## src/rtl/tl_pkg.sv

```systemverilog
// Shared flit-type and FSM encodings for the tl_injector slice.
// Latency: none (types and constants only).
// Backpressure: n/a.
package tl_pkg;

  localparam int TYPE_BITS = 2;

  // Flit type field values; 2'b11 is reserved and never generated.
  typedef enum logic [TYPE_BITS-1:0] {
    FLIT_BODY = 2'b00,
    FLIT_HEAD = 2'b01,
    FLIT_TAIL = 2'b10
  } flit_type_e;

  typedef enum logic {
    ST_IDLE    = 1'b0,
    ST_PAYLOAD = 1'b1
  } tl_state_e;

endpackage

```

## src/rtl/tl_argmax.sv

```systemverilog
// Argmax over NUM_VC packed counters; lowest index wins ties.
// Latency: purely combinational.
// Backpressure: n/a.
// Ports: cnt_flat (counter v in bits [v*CNT_BITS +: CNT_BITS]) -> max_idx, max_val.
module tl_argmax #(
  parameter int  NUM_VC   = 12,
  parameter int  CNT_BITS = 4,
  localparam int IDX_BITS = $clog2(NUM_VC)
) (
  input  logic [NUM_VC*CNT_BITS-1:0] cnt_flat,
  output logic [IDX_BITS-1:0]        max_idx,
  output logic [CNT_BITS-1:0]        max_val
);

  // Binary tree padded to a power of two: node n has children 2n and 2n+1,
  // leaves sit at LEAVES+k. Padding leaves hold value 0 and sit to the right
  // of every real leaf, so they can never win (right wins only if strictly
  // greater), which also gives the lowest-index tie break.
  localparam int LEAVES = 1 << $clog2(NUM_VC);

  logic [CNT_BITS-1:0] node_val [1:2*LEAVES-1];
  logic [IDX_BITS-1:0] node_idx [1:2*LEAVES-1];

  always_comb begin
    for (int n = 1; n < 2*LEAVES; n++) begin
      node_val[n] = '0;
      node_idx[n] = '0;
    end
    for (int k = 0; k < NUM_VC; k++) begin
      node_val[LEAVES+k] = cnt_flat[k*CNT_BITS +: CNT_BITS];
      node_idx[LEAVES+k] = IDX_BITS'(k);
    end
    for (int n = LEAVES-1; n >= 1; n--) begin
      if (node_val[2*n+1] > node_val[2*n]) begin
        node_val[n] = node_val[2*n+1];
        node_idx[n] = node_idx[2*n+1];
      end else begin
        node_val[n] = node_val[2*n];
        node_idx[n] = node_idx[2*n];
      end
    end
  end

  assign max_idx = node_idx[1];
  assign max_val = node_val[1];

endmodule

```

## src/rtl/tl_injector.sv

```systemverilog
// AXI-stream to flit injector: one HEAD per packet, then BODY/TAIL per beat,
// on the VC with most credits, locked until TAIL.
// Latency: flit registered one cycle after the decision/handshake edge.
// Backpressure: in_tready low in IDLE and whenever the locked VC has no credit.
// Ports: in_t* AXI-stream slave; flit_o/flit_valid_o/flit_vc_o flit out;
//        credit_ret_i per-VC credit return; vc_credits_o counters; busy_o, err_o.
module tl_injector
  import tl_pkg::*;
#(
  parameter int  AXI_D_WIDTH = 24,
  parameter int  D_WIDTH     = 32,
  parameter int  TYPE_BITS   = 2,
  parameter int  DEST_BITS   = 4,
  parameter int  NUM_VC      = 12,
  parameter int  BUF_DEPTH   = 12,
  localparam int CREDIT_BITS = $clog2(BUF_DEPTH+1),
  localparam int VC_BITS     = $clog2(NUM_VC)
) (
  input  logic                          clk,
  input  logic                          rst,
  input  logic [AXI_D_WIDTH-1:0]        in_tdata,
  input  logic                          in_tvalid,
  input  logic                          in_tlast,
  input  logic [DEST_BITS-1:0]          in_tuser,
  output logic                          in_tready,
  output logic [D_WIDTH-1:0]            flit_o,
  output logic                          flit_valid_o,
  output logic [VC_BITS-1:0]            flit_vc_o,
  input  logic [NUM_VC-1:0]             credit_ret_i,
  output logic [NUM_VC*CREDIT_BITS-1:0] vc_credits_o,
  output logic                          busy_o,
  output logic                          err_o
);

  tl_state_e                state_q, state_d;
  logic [VC_BITS-1:0]       lock_vc_q;
  logic [CREDIT_BITS-1:0]   cred_q [NUM_VC];

  logic [VC_BITS-1:0]       max_idx;
  logic [CREDIT_BITS-1:0]   max_val;
  logic                     lock_has_cred;
  logic                     head_go;
  logic                     beat_go;
  logic                     issue;
  logic [VC_BITS-1:0]       issue_vc;
  logic [D_WIDTH-1:0]       flit_d;
  logic [NUM_VC-1:0]        cred_dec;
  logic [NUM_VC-1:0]        cred_ovf;

  for (genvar v = 0; v < NUM_VC; v++) begin : g_cred_out
    assign vc_credits_o[v*CREDIT_BITS +: CREDIT_BITS] = cred_q[v];
  end

  tl_argmax #(
    .NUM_VC   (NUM_VC),
    .CNT_BITS (CREDIT_BITS)
  ) u_argmax (
    .cnt_flat (vc_credits_o),
    .max_idx  (max_idx),
    .max_val  (max_val)
  );

  assign lock_has_cred = (cred_q[lock_vc_q] != '0);

  // FSM: state register
  always_ff @(posedge clk) begin
    if (rst) state_q <= ST_IDLE;
    else     state_q <= state_d;
  end

  // FSM: next state
  always_comb begin
    state_d = state_q;
    case (state_q)
      ST_IDLE:    if (head_go)             state_d = ST_PAYLOAD;
      ST_PAYLOAD: if (beat_go && in_tlast) state_d = ST_IDLE;
      default:                             state_d = ST_IDLE;
    endcase
  end

  // FSM: outputs. The first data beat is never consumed in IDLE; the HEAD
  // is built from in_tuser while that beat waits for PAYLOAD.
  always_comb begin
    in_tready = 1'b0;
    busy_o    = 1'b0;
    head_go   = 1'b0;
    beat_go   = 1'b0;
    case (state_q)
      ST_IDLE: begin
        head_go = in_tvalid && (max_val != '0);
      end
      ST_PAYLOAD: begin
        busy_o    = 1'b1;
        in_tready = lock_has_cred && !rst;
        beat_go   = in_tvalid && lock_has_cred;
      end
      default: ;
    endcase
  end

  // Both issue paths require a non-zero counter on the target VC, so a
  // counter can never be decremented below zero.
  assign issue    = head_go || beat_go;
  assign issue_vc = head_go ? max_idx : lock_vc_q;

  always_comb begin
    flit_d = '0;
    if (head_go) begin
      flit_d[D_WIDTH-1 -: TYPE_BITS] = TYPE_BITS'(FLIT_HEAD);
      flit_d[DEST_BITS-1:0]          = in_tuser;
    end else begin
      flit_d[D_WIDTH-1 -: TYPE_BITS] = TYPE_BITS'(in_tlast ? FLIT_TAIL : FLIT_BODY);
      flit_d[AXI_D_WIDTH-1:0]        = in_tdata;
    end
  end

  always_ff @(posedge clk) begin
    if (rst) begin
      flit_valid_o <= 1'b0;
      flit_o       <= '0;
      flit_vc_o    <= '0;
      lock_vc_q    <= '0;
    end else begin
      flit_valid_o <= issue;
      if (issue) begin
        flit_o    <= flit_d;
        flit_vc_o <= issue_vc;
      end
      if (head_go) lock_vc_q <= max_idx;
    end
  end

  // Return and issue on the same VC in one cycle cancel out. A lone return
  // to a full counter is an upstream accounting bug: hold and flag it.
  always_comb begin
    cred_dec = '0;
    cred_ovf = '0;
    for (int v = 0; v < NUM_VC; v++) begin
      cred_dec[v] = issue && (issue_vc == VC_BITS'(v));
      cred_ovf[v] = credit_ret_i[v] && !cred_dec[v] &&
                    (cred_q[v] == CREDIT_BITS'(BUF_DEPTH));
    end
  end

  always_ff @(posedge clk) begin
    if (rst) begin
      for (int v = 0; v < NUM_VC; v++) cred_q[v] <= CREDIT_BITS'(BUF_DEPTH);
      err_o <= 1'b0;
    end else begin
      for (int v = 0; v < NUM_VC; v++) begin
        if (credit_ret_i[v] && !cred_dec[v] && !cred_ovf[v])
          cred_q[v] <= cred_q[v] + 1'b1;
        else if (cred_dec[v] && !credit_ret_i[v])
          cred_q[v] <= cred_q[v] - 1'b1;
      end
      err_o <= err_o | (|cred_ovf);
    end
  end

endmodule

```

## config.mk

```make
export PLATFORM = sky130hd
export DESIGN_NAME = tl_injector
export DESIGN_NICKNAME = d
export VERILOG_FILES = /design/src/rtl/tl_pkg.sv /design/src/rtl/tl_argmax.sv /design/src/rtl/tl_injector.sv
export SDC_FILE = /design/constraint.sdc
export NUM_CORES = 1
export LEC_CHECK = 0
export ABC_CLOCK_PERIOD_IN_PS = 9100
export BUFFER_PORTS_ARGS = -buffer_cell sky130_fd_sc_hd__buf_2
export CORE_MARGIN = 2
export CORE_UTILIZATION = 57
export CTS_CLUSTER_SIZE = 14
export DETAILED_ROUTE_END_ITERATION = 8
export GPL_TIMING_DRIVEN = 0
export HOLD_SLACK_MARGIN = 0.1
export PLACE_DENSITY = 0.84
export SLEW_MARGIN = 20
export SYNTH_ARGS = -nofsm -noshare
export SYNTH_HDL_FRONTEND = slang
export SYNTH_SLANG_ARGS = --single-unit
```

## constraint.sdc

```tcl
create_clock -name clk -period 9.1 [get_ports clk]
set_input_delay 1.82 -clock clk [delete_from_list [all_inputs] [get_ports clk]]
set_output_delay 1.82 -clock clk [all_outputs]
set_load 0.02 [all_outputs]
```

==> results.py <==
metrics = {
    "floorplan": {
        "die_w_um": 116,
        "core_footprint_um2": 12200,
        "fp.dieArea_um2": 13500,
        "ioPinCount": 132,
        "start_util_pct": 59.0,
        "chipHeight_um": 116,
        "num_rows": 40,
    },
    "yosys": {
        "postSynthCellCount": 801,
        "synth.ff_latch_count": 85,
        "most_used_dff_post_synth": "sky130_fd_sc_hd__edfxtp_1",
        "synth_edf_count": 48,
        "synth.yosys.seq_area_share_pct": 30.4,
        "synthMostInstantiatedCell": "sky130_fd_sc_hd__nor2_1",
        "async_flop_share_pct": 0,
        "syn_area_um2": 7180,
        "synth_compound_gate_area_share_pct": 15.8,
        "synth.mux.area_fraction_pct": 9.43,
        "synth_area_per_cell_um2": 8.96,
        "synth-adder-area-share_pct": 14.7,
        "synth_simple_gate_area_share_pct": 20.5,
        "post_synth_xor_area_fraction_pct": 3.17,
        "synth_top_family_by_area": "simple AND/OR/NAND/NOR gates",
        "synth.top_cells.by_count": "sky130_fd_sc_hd__nor2_1, sky130_fd_sc_hd__ha_1, sky130_fd_sc_hd__inv_1",
        "synth.lib_cells_used.distinct": 84,
        "ys_warn_count": 0,
        "synth_area_leader_cell": "sky130_fd_sc_hd__edfxtp_1",
        "netlist.area_leader.share_pct": 20.1,
        "yosys-top-cells-area": "sky130_fd_sc_hd__edfxtp_1, sky130_fd_sc_hd__ha_1, sky130_fd_sc_hd__dfxtp_1",
    },
    "sta": {
        "fmaxAchievable_mhz": 116,
        "relSlewSlack_pct": 45.8,
        "finalCritPeriodShare_pct": 95.0,
        "finalWorstPathRequiredPeriod_ps": 8650,
        "final-max-slew-violation-count": 0,
        "hold_viol": 0,
        "fin_tns_setup_ps": 0,
        "finClkSkew_ps": 7.72,
        "fin_ws_ps": 451,
        "tightest_slew_ps": 813,
        "finalSetupViolations": 0,
        "worst_hold_slack_ps": 484,
    },
    "clock_network": {
        "cts_hold_repair.buffers": 0,
        "clock_path_buffers": 2,
        "h_tree_level_count": 3,
        "cts_root_buffer": "sky130_fd_sc_hd__clkbuf_16",
        "tritoncts.num_buffers": 9,
        "clock-sinks": 85,
        "cts_tree": "built",
        "worst_setup_hold_path_clk_slew_ps": 60,
        "worst_skew_pair.late_latency_ps": 350,
    },
    "grt": {
        "grt_max_degree": 15,
        "grt_antenna_before_repair": 0,
        "grt.overflow.total": 0,
        "grt_pass1_vias": 6088,
        "globalRouteTotalUtil_pct": 28.0,
        "wire_length_of_the_first_global_routing_pass_um": 29500,
    },
    "route": {
        "drt-total-wl_um": 18600,
        "first_iter_violations": 550,
        "routed-via-count": 6554,
        "route.detailed.drc": 0,
        "dr.pass1.iters": 5,
        "via_per_inst": 5.85,
        "wl_per_cell_um": 16.6,
        "antenna_left": 0,
    },
    "flow_run": {
        "max-cap-violations": 0,
    },
    "place": {
        "gpl.final_weighted_congestion": 0.962,
        "hpwl_um": 14300,
        "port-buffer-count": 124,
        "numPlacedInstances": 1098,
        "pre_cts_slack_ps": 107,
    },
    "run_status": {
        "status": "finished, final reports clean",
    },
    "layout": {
        "synthToLayoutAreaGrowth_pct": 17.2,
        "num-nets-final": 1069,
        "n_antenna_cell": 0,
        "finish.cell_count_without_fillers": 1120,
        "drive_gt1_share_pct": 22.8,
    },
    "critical_path": {
        "timing_worst_setup_path_type": "flop to flop",
        "critPathRequiredTime_ps": 9200,
        "timing.critical_path.fanout_max": 10,
        "crit_path_top_delay_cell": "sky130_fd_sc_hd__edfxtp_1",
        "worst_setup_path_end_kind": "flop",
        "worst_path_largest_cell_delay_ps": 510,
        "arrival_ps": 8750,
        "critical_path.startpoint_type": "flop",
    },
    "worst_hold_path": {
        "min-delay-path-class": "flop to flop",
    },
}
state kept, by name, indices dropped and copies added (netlist names):
| signal | cells |
|---|---|
| flit_vc_o | 4 |
| state_q | 1 |
| flit_valid_o | 1 |
| flit_o | 26 |
| err_o | 1 |
| cred_q | 48 |
| lock_vc_q | 4 |
cell type report:
cell class / count / area [um2]
multi-input combinational: 627 / 4650
clock inverter: 3 / 20.0
clock buffer: 13 / 262
buffer: 27 / 166
sequential: 85 / 2180
timing repair buffer: 130 / 666
tap: 168 / 210
fill: 1023 / 3750
inverter: 67 / 251
worst max-delay path, delay by kind of cell, from the launching register on:
family	cells	cell delay [ps]
compound gates	19	3220
xor+xnor	1	110
fa+ha+maj	5	1470
buf+inv	6	890
flops	1	510
simple gates	12	2160
final timing paths:
check / start / end / slack [ps] / cells after the start
worst max-delay path: cred_q[2][2] / cred_q[2][3] / 450 / 43
worst min-delay path: flit_o[30] / flit_o[30] / 480 / 2
worst max register to register: cred_q[2][2] / cred_q[2][3] / 450 / 43
worst min register to register: flit_o[30] / flit_o[30] / 480 / 2
what timing repair did:
item | CTS | global route
resized for setup | 0 | 12
endpoints found under the setup margin | 0 | 20
setup buffers | 0 | 6
layout by cell type, fill, tap and decap left out, drive strengths merged, types with 17 or more instances in the layout:
| cell | n |
|---|---|
| clkbuf | 28 |
| xnor2 | 19 |
| inv | 68 |
| nand4 | 17 |
| nand3 | 26 |
| dfxtp | 37 |
| edfxtp | 48 |
| ha | 67 |
| o21ai | 34 |
| mux2i | 47 |
| nor2 | 99 |
| buf | 142 |
| a21oi | 43 |
| or3 | 17 |
| nand2 | 61 |
cell families after synthesis:
group	count (synthesis)
flops	85
fa+ha+maj	78
compound gates	159
xor+xnor	26
simple gates	298
mux	60
other cells	1
buf+inv	94
per-stage QoR:
step | utilization, % | cell area (um2)
finish | 69.2 | 8410
global route | 69.2 | 8410
CTS | 68.3 | 8310
detailed placement | 66.0 | 8030
global placement | 66.0 | 8030
floorplan | - | 7200
metal layers:
metal / vias up / GRT usage [%] / part of all wire [%]
li1: 3181 / - / -
met1: 3035 / 37.7 / 44
met2: 306 / 44.9 / 46
met3: 32 / 5.40 / 8.3
met4: 0 / 11.1 / 2.5
met5: - / 0 / 0
Power is left out: the tool's default activity adds up to more than one toggle a clock period on the data nets, which glitch-free logic cannot reach.
